===== src/rtl/uart_pkg.sv =====
// Shared UART definitions: FSM states, parity encoding and frame-format helpers.
// Used by the transmit framer and intended for the matching receiver.
package uart_pkg;

    typedef enum logic [2:0] {
        IDLE,
        START,
        DATA,
        PARITY,
        STOP,
        BREAK
    } state_e;

    typedef enum logic [1:0] {
        PAR_NONE = 2'd0,
        PAR_EVEN = 2'd1,
        PAR_ODD  = 2'd2
    } parity_e;

    localparam int DATA_LEN_BASE = 5;
    localparam int STOP_BITS_MAX = 2;

    // data_len field 00..11 selects 5..8 data bits
    function automatic logic [3:0] data_bits(input logic [1:0] len);
        return 4'(len) + 4'(DATA_LEN_BASE);
    endfunction

    // Encoding 11 is reserved and behaves as no parity
    function automatic parity_e to_parity(input logic [1:0] mode);
        case (mode)
            2'b01:   return PAR_EVEN;
            2'b10:   return PAR_ODD;
            default: return PAR_NONE;
        endcase
    endfunction

endpackage


===== src/rtl/uart_tx_framer_if.sv =====
// Ready/valid byte handshake between the UART register/FIFO side and the transmitter.
interface uart_tx_framer_if #(
    parameter int DATA_W = 8
) ();
    logic              tx_valid;
    logic [DATA_W-1:0] tx_data;
    logic              tx_ready;

    modport master (output tx_valid, output tx_data, input tx_ready);
    modport slave  (input tx_valid, input tx_data, output tx_ready);
endinterface


===== src/rtl/uart_baud_gen.sv =====
// Bit-time generator: a down-counter reloaded with div-1 on load and at each tick.
// A divisor of 0 behaves as 1, giving a tick every clock.
module uart_baud_gen #(
    parameter int DIV_W = 16
) (
    input  logic             clock,
    input  logic             reset,
    input  logic [DIV_W-1:0] div,
    input  logic             load,
    output logic             tick
);

    localparam logic [DIV_W-1:0] ONE = DIV_W'(1);

    logic [DIV_W-1:0] count_q;
    logic [DIV_W-1:0] reload;

    assign reload = (div == '0) ? '0 : div - ONE;
    assign tick   = (count_q == '0);

    always_ff @(posedge clock) begin
        if (reset)
            count_q <= '0;
        else if (load || tick)
            count_q <= reload;
        else
            count_q <= count_q - ONE;
    end

endmodule


===== src/rtl/uart_tx_framer.sv =====
// Run-time configurable UART transmitter (5-8 data bits, none/even/odd parity, 1-2 stops).
// Define UART_TX_BREAK_EN to add the break_req input and the BREAK line state.
module uart_tx_framer
    import uart_pkg::*;
#(
    parameter int DATA_W = 8,
    parameter int DIV_W  = 16
) (
    input  logic             clock,
    input  logic             reset,
    input  logic [DIV_W-1:0] baud_div,
    input  logic [1:0]       data_len,
    input  logic [1:0]       parity_mode,
    input  logic             stop2,
`ifdef UART_TX_BREAK_EN
    input  logic             break_req,
`endif
    uart_tx_framer_if.slave  tx_if,
    output logic             tx_out,
    output logic             tx_busy,
    output logic             frame_done
);

    state_e            state_q, state_n;
    logic [DATA_W-1:0] shift_q, shift_n;
    logic [3:0]        bit_cnt_q, bit_cnt_n;
    logic              done_q, done_n;
    logic              launch;
    logic              tick;
    logic              tx_ready_c;
    logic [DIV_W-1:0]  div_sel;

    logic [3:0]        n_bits_q;
    logic              par_en_q;
    logic              par_bit_q;
    logic [1:0]        stop_bits_q;
    logic [DIV_W-1:0]  div_q;

    logic [DATA_W-1:0] data_mask;
    logic              par_bit_in;
    parity_e           par_in;

    // While idle the divisor input is live so the first bit is timed correctly
    assign div_sel = (state_q == IDLE) ? baud_div : div_q;

    uart_baud_gen #(.DIV_W(DIV_W)) u_baud (
        .clock (clock),
        .reset (reset),
        .div   (div_sel),
        .load  (launch),
        .tick  (tick)
    );

    always_comb begin
        data_mask = '0;
        for (int i = 0; i < DATA_W; i++)
            data_mask[i] = (i < int'(data_bits(data_len)));
    end

    assign par_in     = to_parity(parity_mode);
    assign par_bit_in = (^(tx_if.tx_data & data_mask)) ^ (par_in == PAR_ODD);

    always_ff @(posedge clock) begin
        if (reset) begin
            n_bits_q    <= '0;
            par_en_q    <= 1'b0;
            par_bit_q   <= 1'b0;
            stop_bits_q <= '0;
            div_q       <= '0;
        end else if (launch) begin
            n_bits_q    <= data_bits(data_len);
            par_en_q    <= (par_in != PAR_NONE);
            par_bit_q   <= par_bit_in;
            stop_bits_q <= stop2 ? 2'(STOP_BITS_MAX) : 2'd1;
            div_q       <= baud_div;
        end
    end

    always_ff @(posedge clock) begin
        if (reset) begin
            state_q   <= IDLE;
            shift_q   <= '0;
            bit_cnt_q <= '0;
            done_q    <= 1'b0;
        end else begin
            state_q   <= state_n;
            shift_q   <= shift_n;
            bit_cnt_q <= bit_cnt_n;
            done_q    <= done_n;
        end
    end

`ifdef UART_TX_BREAK_EN
    // Index of the last bit of a full frame: 1+N+P+S bits counted from 0
    logic [3:0] frame_last;
    assign frame_last = n_bits_q + {3'b000, par_en_q} + {2'b00, stop_bits_q};
`endif

    always_comb begin
        state_n    = state_q;
        shift_n    = shift_q;
        bit_cnt_n  = bit_cnt_q;
        done_n     = 1'b0;
        launch     = 1'b0;
        tx_ready_c = 1'b0;
        tx_out     = 1'b1;
        case (state_q)
            IDLE: begin
                tx_ready_c = 1'b1;
`ifdef UART_TX_BREAK_EN
                if (break_req) begin
                    tx_ready_c = 1'b0;
                    state_n    = BREAK;
                    bit_cnt_n  = '0;
                    launch     = 1'b1;
                end else
`endif
                if (tx_if.tx_valid) begin
                    state_n   = START;
                    shift_n   = tx_if.tx_data;
                    bit_cnt_n = '0;
                    launch    = 1'b1;
                end
            end
            START: begin
                tx_out = 1'b0;
                if (tick) begin
                    state_n   = DATA;
                    bit_cnt_n = '0;
                end
            end
            DATA: begin
                tx_out = shift_q[0];
                if (tick) begin
                    shift_n = shift_q >> 1;
                    if (bit_cnt_q == n_bits_q - 4'd1) begin
                        bit_cnt_n = '0;
                        state_n   = par_en_q ? PARITY : STOP;
                    end else begin
                        bit_cnt_n = bit_cnt_q + 4'd1;
                    end
                end
            end
            PARITY: begin
                tx_out = par_bit_q;
                if (tick) begin
                    state_n   = STOP;
                    bit_cnt_n = '0;
                end
            end
            STOP: begin
                if (tick) begin
                    if (bit_cnt_q == 4'(stop_bits_q) - 4'd1) begin
                        state_n = IDLE;
                        done_n  = 1'b1;
                    end else begin
                        bit_cnt_n = bit_cnt_q + 4'd1;
                    end
                end
            end
`ifdef UART_TX_BREAK_EN
            // Line held low for a full frame, extended while the request persists
            BREAK: begin
                tx_out = 1'b0;
                if (tick) begin
                    if (bit_cnt_q == frame_last) begin
                        if (!break_req) begin
                            state_n   = STOP;
                            bit_cnt_n = '0;
                        end
                    end else begin
                        bit_cnt_n = bit_cnt_q + 4'd1;
                    end
                end
            end
`endif
            default: begin
                state_n = IDLE;
            end
        endcase
    end

    assign tx_if.tx_ready = tx_ready_c;
    assign tx_busy        = !tx_ready_c;
    assign frame_done     = done_q;

endmodule

===== src/flat_wrapper.sv =====
// flat-port wrapper written by rule: the top's interface ports become plain ports
module uart_tx_framer_flat import uart_pkg::*;
#(
    parameter int DATA_W = 8,
    parameter int DIV_W  = 16
)
  (clock, reset, baud_div, data_len, parity_mode, stop2, tx_out, tx_busy, frame_done, tx_if_tx_valid, tx_if_tx_data, tx_if_tx_ready);
  uart_tx_framer_if #(.DATA_W(DATA_W)) tx_if_i ();
  input  logic clock;
  input  logic reset;
  input  logic [DIV_W-1:0] baud_div;
  input  logic [1:0] data_len;
  input  logic [1:0] parity_mode;
  input  logic stop2;
  output logic tx_out;
  output logic tx_busy;
  output logic frame_done;
  input wire logic [$bits(tx_if_i.tx_valid)-1:0] tx_if_tx_valid;
  input wire logic [$bits(tx_if_i.tx_data)-1:0] tx_if_tx_data;
  output wire logic [$bits(tx_if_i.tx_ready)-1:0] tx_if_tx_ready;
  assign tx_if_i.tx_valid = tx_if_tx_valid;
  assign tx_if_i.tx_data = tx_if_tx_data;
  assign tx_if_tx_ready = tx_if_i.tx_ready;
  uart_tx_framer #(.DATA_W(DATA_W), .DIV_W(DIV_W)) u_core (.clock(clock), .reset(reset), .baud_div(baud_div), .data_len(data_len), .parity_mode(parity_mode), .stop2(stop2), .tx_if(tx_if_i), .tx_out(tx_out), .tx_busy(tx_busy), .frame_done(frame_done));
endmodule

===== config.mk =====
export PLATFORM = sky130hd
export DESIGN_NAME = uart_tx_framer_flat
export DESIGN_NICKNAME = d
export VERILOG_FILES = /design/src/rtl/uart_pkg.sv /design/src/rtl/uart_tx_framer_if.sv /design/src/rtl/uart_baud_gen.sv /design/src/rtl/uart_tx_framer.sv /design/src/flat_wrapper.sv
export SDC_FILE = /design/constraint.sdc
export NUM_CORES = 1
export LEC_CHECK = 0
export CORE_UTILIZATION = 52
export CTS_CLUSTER_SIZE = 24
export DETAILED_ROUTE_END_ITERATION = 7
export PLACE_DENSITY_LB_ADDON = 0.2
export SETUP_SLACK_MARGIN = 0.15
export SYNTH_ARGS = -nofsm -noshare
export SYNTH_HDL_FRONTEND = slang
export SYNTH_HIERARCHICAL = 1
export SYNTH_SLANG_ARGS = --single-unit

===== constraint.sdc =====
create_clock -name clock -period 3 [get_ports clock]
set_input_delay 0.45 -clock clock [delete_from_list [all_inputs] [get_ports clock]]
set_output_delay 0.45 -clock clock [all_outputs]
set_load 0.01 [all_outputs]

==> results_dict.tcl <==
set metrics [dict create \
    endpoint "u_core/u_baud/count_q[13]$_SDFF_PP0_" \
    vias 3096 \
    setup_violations 0 \
    fin_nets 499 \
    viasPerCell 5.79 \
    design_area_um2 4140 \
    place.gp.congestion 0.882 \
    clk_latency_ns 0.31 \
    synth_fp_nets 461 \
    pre_cts_slack_ns -0.0340 \
    seq_area_frac_synth_pct 32.7 \
    cts_tree "yes" \
    cp_max_fo 7 \
    cp_slowest_cell "or4_4" \
    num_io_pins 36 \
    synth-compound-area-share_pct 17.0 \
    grt_pass1_wl_mm 13.2 \
    power_density_nw_per_um2 989 \
    drt_iter0_drc 294 \
    clockBufferDepth 2 \
    syn2layout_area_growth_pct 20.6 \
    crit_path_end_kind "flip-flop" \
    ys.warnings.count 6 \
    tns_ns 0 \
    setup_ws_ns 0.0836 \
    diodes 0 \
    mostFrequentLayoutCell "nand2_1" \
    syn_area_per_cell_um2 8.18 \
    port_buffers 35 \
    crit_type "reg2reg" \
    worstPathArrival_ns 3.09 \
    layout_common_cells "61 x nand2_1, 55 x dfxtp_1, 43 x a21oi_1" \
    clk_pin_slew_ns 0.11 \
    synth_edf_count 0 \
    rr_endpoint "u_core/u_baud/count_q[13]$_SDFF_PP0_" \
    rr_worst_depth 11 \
    die_h_um 83.2 \
    wirelength_mm 7.91 \
    drive_gt1_share_pct 16.8 \
    crit_required_ns 3.17 \
    ctsRootBufferMaster "clkbuf_8" \
    track_usage_pct 22.9 \
    syn-instance-count 419 \
    drtPass1Iterations 4 \
    grt.met2_usage_pct 37.6 \
    relSlewSlack_pct 49.4 \
    crit_chain "or2_4 -> nor2_4 -> buf_12 -> mux2_4 -> inv_2 -> ha_4 -> or3b_4 -> or4_4 -> a2111o_1 -> a21oi_2 -> a221oi_2" \
    max-vdd-ir-drop_mv 0.683 \
    pwr-share-comb_pct 59.8 \
    startpoint_type "flip-flop" \
    finClkSkew_ns 0.0112 \
    synthArstFlopShare_pct 0 \
    r2r_slack_ns 0.08 \
    met1_usage_pct 31.4 \
    hold_viol_final 0 \
    power_leakage_uw 0.00155 \
    globalRouteOverflowTotal 0 \
    htreeDepth 2 \
    period_share_pct 97.2 \
    initial_utilization_pct 54.0 \
    clkPwrFrac_pct 12.9 \
    drc 0 \
    final_util_pct 65.1 \
    worst_slew_pin_slew_ns 0.759 \
    status "completed" \
    synth_cell_types 58 \
    wl_per_cell_um 14.8 \
    power_frac_seq_pct 27.3 \
    antenna_found_initial 0 \
    grt_use_met3_pct 3.18 \
    dieWidth_um 83.2 \
    intPower_uw 2360 \
    numCtsBuffers 5 \
    die_area_um2 6920 \
    fmax_mhz 343 \
    synthSimpleGateAreaFrac_pct 24.0 \
    synth.cell_area_um2 3430 \
    fin_crit_ns 2.92 \
    synth_adder_area_share_pct 3.65 \
    drtAntennaViolNets 0 \
    ys_ff_latch 56 \
    maxSlewViolCount 0 \
    swShare_pct 42.3 \
    cts_sinks 56 \
    synth_ff_type "dfxtp_1" \
    min_from "u_core/div_q[3]$_SDFFE_PP0P_" \
    p_sw_uw 1730 \
    grt_setup_unrepaired "yes" \
    grt_pass1_vias 2877 \
    dp_hpwl_mm 5.52 \
    cp_slowest_stage_delay_ns 0.44 \
    cp-startpoint "u_core/state_q[1]$_SDFFE_PP0P_" \
    rows 29 \
    r2r_start "u_core/state_q[1]$_SDFFE_PP0P_" \
    maxCapViolations 0 \
    hp-class "reg2reg" \
    muxShareOfSynthArea_pct 7.30 \
    synth_top_family_by_area "simple AND/OR/NAND/NOR gates" \
    top_usage_layer "met2" \
    core_area_um2 6350 \
    placed_cell_area_um2 3910 \
    synthXorXnorAreaFrac_pct 8.94 \
    grt_start_max_net_pins 39 \
]
## power by group through the flow
stage / Clock [uW] / Combinational (uW) / Sequential (uW)
after floorplan: 0 / 1780 / 1090
after global placement: 0 / 2190 / 1120
after detailed placement: 0 / 2240 / 1130
after CTS: 536 / 2320 / 1110
after global routing: 566 / 2670 / 1150
final: 527 / 2440 / 1120
## layer usage
layer / wire, um / vias up / part of all wire, %
met5: 0 / - / 0
met3: 354 / 16 / 4.5
met1: 3760 / 1444 / 47
met4: 138 / 0 / 1.7
li1: - / 1544 / -
met2: 3660 / 92 / 46
## cell type report
type / instances / area, um2
fillers: 548 / 2210
multi-input cells: 319 / 2190
flip-flops and latches: 56 / 1120
repair buffers: 57 / 527
well taps: 77 / 96.3
clock buffers: 6 / 82.6
inverters: 18 / 75.1
clock inverters: 2 / 38.8
## flip-flops by register name (all words and copies together) (netlist names), 2 cells and up
signal                 count
u_core/stop_bits_q         2
u_core/bit_cnt_q           4
u_core/u_baud/count_q     16
u_core/shift_q             8
u_core/div_q              16
u_core/n_bits_q            4
u_core/state_q             3
## worst max-delay path, delay by kind of cell, from the launching register on
family                   cells  cell delay (ns)
flip-flops                   1             0.33
buffers and inverters        2             0.21
adder cells (fa/ha/maj)      1             0.13
multiplexers                 1             0.31
AO/OA/AOI/OAI                3             0.61
AND/OR/NAND/NOR              4             1.19
## kinds of logic after synthesis
logic type	count (synthesis)
simple gates	163
compound gates	88
flops	56
buf+inv	44
xor+xnor	35
mux	23
fa+ha+maj	10
## cell usage after synthesis (all sizes together) (2+ instances only)
library cell	instances	area, um2
a211oi	8	70.1
nand4b	3	26.3
mux2	16	180
nand3	20	100
nor4	3	33.8
nand2	62	233
nor3	12	60.1
o32ai	2	17.5
or4	4	30.0
a311oi	3	43.8
nor2	27	111
ha	10	125
o31ai	4	30.0
dfxtp	56	1120
or3	8	50.1
or4b	2	20.0
nor2b	3	18.8
xor2	16	140
o21ai	8	40.0
a31oi	4	25.0
clkbuf	10	37.5
a21oi	45	229
buf	16	110
a32o	2	20.0
nand4	2	12.5
a221oi	2	17.5
xnor2	19	166
nand2b	3	18.8
inv	17	63.8
nor3b	2	15.0
nand3b	6	45.0
or2	2	12.5
mux2i	7	70.1
## timing repair
| item | CTS | global route |
|---|---|---|
| setup endpoints to repair | 15 | 15 |
| resized for setup | 3 | 16 |
| hold endpoints to repair | 0 | 0 |
| hold buffers | 0 | 0 |
| pin swaps | 1 | 2 |
| buffers inserted | 1 | 2 |
## how the worst min path moves through the flow
stage | cells past startpoint | slack (ns) | to
after floorplan | 2 | 0.43 | u_core/div_q[10]$_SDFFE_PP0P_
after global placement | 2 | 0.44 | u_core/div_q[12]$_SDFFE_PP0P_
after detailed placement | 2 | 0.45 | u_core/div_q[3]$_SDFFE_PP0P_
after CTS | 2 | 0.46 | u_core/div_q[3]$_SDFFE_PP0P_
after global routing | 2 | 0.49 | u_core/div_q[11]$_SDFFE_PP0P_
final | 2 | 0.46 | u_core/div_q[3]$_SDFFE_PP0P_
## through the flow
| stage | power, uW | cells | hold slack [ns] |
|---|---|---|---|
| 2_1_floorplan | 2870 | 419 | 0.434 |
| 3_3_place_gp | 3310 | 524 | 0.439 |
| 3_5_place_dp | 3360 | 524 | 0.449 |
| 4_1_cts | 3970 | 533 | 0.463 |
| 5_1_grt | 4390 | 535 | 0.487 |
| 6_report | 4090 | 535 | 0.460 |
No activity file was read; power rests on OpenSTA's default activity.
==> RTL edit, RTL diff (config.mk and constraints unchanged) <==
`shift_q` no longer has a reset.
--- a/src/rtl/uart_tx_framer.sv
+++ b/src/rtl/uart_tx_framer.sv
@@ -80,13 +80,15 @@
         if (reset) begin
             state_q   <= IDLE;
-            shift_q   <= '0;
             bit_cnt_q <= '0;
             done_q    <= 1'b0;
         end else begin
             state_q   <= state_n;
-            shift_q   <= shift_n;
             bit_cnt_q <= bit_cnt_n;
             done_q    <= done_n;
         end
+    end
+
+    always_ff @(posedge clock) begin
+        shift_q <= shift_n;
     end
 
Check against the original RTL: no difference found for any inputs over 10 cycles, from zero or initial values and one cycle with reset high; that may be too few to reach the edited logic, so the function may still have changed.
==> RTL edit against the unedited design <==
Area after synthesis fell by 1.5%. Cell area is 5.1% lower. Die area is 1.5% lower. Global-route usage is 0.65 points higher. Combinational power is 27% lower. Sequential cell count did not move. Count of clock-buffer cells in the layout did not move. Total power shrank 19%. Routed wire length fell by 3.4%. Worst setup slack improved by 0.16 ns. Highest routed layer unchanged.
==> RTL edit: results (changes against the unedited design) <==
status complete, no violations; Critical R2R Launch u_core/state_q[2]; Netlist cell types 56 (-3.4%); adder-cell area share of the yosys netlist 3.705% (+0.055 points); worst clock skew 0.01779 ns (+0.006554 ns); PostCTS Resize Cnt 0 (-3); Hold WS 0.4562 ns (-0.003360 ns); crit-path leading delay family simple AND/OR/NAND/NOR gates; worst r2r dst u_core/u_baud/count_q[6]; met1 usage 33.40% (+2.0 points); proportion of layout cells with a drive suffix above 1 13.92% (-2.9 points); DR vias/cell 5.838 (+0.88%); GRT Total Usage 23.53% (+0.65 points); WL/cell 15.10 microns (+2.1%); Arr. time, crit path 2.98 ns (-0.11 ns); Peak VDD IR 0.7575 mV (+11%); Synth top cells by count nand2_1 (69), dfxtp_1 (48), a21oi_1 (30); GR met3 Demand/Resource 3.626% (+0.45 points); FF-to-FF setup slack 0.25 ns (+0.16 ns); Layout Nets 472 (-5.4%); routability-driven placement congestion ratio 0.8583 (-2.7%); Pleak 0.001480 uW (-4.5%); Worst-Margin Slew 0.8496 ns (+0.09032 ns); DP HPWL 5477 microns (-0.82%); number of DRC markers in iteration 0 265 (-9.9%); Synth Area in Compound Gates 13.38% (-3.6 points); met2 GRT Util 38.02% (+0.46 points); post-synthesis mux area share 8.892% (+1.6 points); Post-synth EDFFs 8 (+8); first-pass GRT wire length 12230 microns (-7.4%); Slowest-stage cell, CP or3b_4; sequential element share of the synthesized area 35.57% (+2.9 points); post-CTS setup buffer count 0 (-1); largest net degree at the start of global routing 26 (-33%); DRT Pass-1 Iters 5 (+1); Synth area leaders dfxtp_1 (28%), mux2_2 (8.0%), nand2_1 (7.7%), edfxtp_1 (7.1%), xnor2_1 (4.7%); Mapped Nets 438 (-5.0%); slowest stage delay, CP 0.42 ns (-0.02 ns); placed inst area 0.003830 sq mm (-1.9%); xor/xnor share of the synthesized area 8.818% (-0.12 points); Crit Path Max Fanout 19 (+12); r2r worst-path depth 10 (-1); clock latency on the worst-skew pair 0.32 ns; number of global-route vias before repair 2567 (-11%); Synth warnings 6 (unchanged)
[RTL edit: cell families after synthesis]
logic type,count (synthesis)
AOI/OAI and AO/OA,68
and+or+nand+nor,168
muxes,27
DFF,56
adders and majority gates,10
buffers and inverters,33
xor gates and xnor gates,34
[RTL edit: through the flow]
step	cells	setup slack (ns)
after floorplan	396	0.1846
after global placement	498	0.2587
after detailed placement	498	0.1397
after CTS	506	0.2058
after global routing	506	0.1729
final	506	0.2452
[RTL edit: report_power, final]
part	leakage [uW]	switching, uW	internal (uW)
sequential	0.000472	160	967
clock	0.0000412	258	164
combinational	0.000967	1000	775
[RTL edit: area by class of cell]
cell class | instances | area [sq um]
well taps | 75 | 93.84
clock inverters | 2 | 12.51
repair buffers | 44 | 430.4
inverters | 16 | 60.06
fillers | 521 | 2171
clock buffers | 6 | 72.57
multi-input cells | 307 | 2054
flip-flops and latches | 56 | 1201
[RTL edit: worst max path at each step]
stage | from | endpoint | depth (start not counted)
2_1_floorplan | u_core/state_q[0] | u_core/u_baud/count_q[11] | 9
3_3_place_gp | baud_div[0] | u_core/u_baud/count_q[6] | 9
3_5_place_dp | baud_div[0] | u_core/u_baud/count_q[6] | 9
4_1_cts | u_core/state_q[2] | u_core/u_baud/count_q[6] | 10
5_1_grt | u_core/state_q[2] | u_core/u_baud/count_q[6] | 10
6_report | u_core/state_q[2] | u_core/u_baud/count_q[6] | 10
[RTL edit: worst reg2reg max path, cell delays in order, from the launching register on]
cell and delay [ns]:
dfxtp_1 0.35, nor3_4 0.22, buf_12 0.19, mux2_2 0.39
inv_1 0.10, ha_1 0.19, or3b_4 0.42, or3_1 0.34
nor3_1 0.14, a211oi_1 0.08, a311oi_1 0.27
[RTL edit: routing by layer]
layer / share of wire (%) / vias up
met2: 45 / 96
met4: 0.67 / 0
li1: - / 1471
met3: 6.2 / 5
met5: 0 / -
met1: 49 / 1382
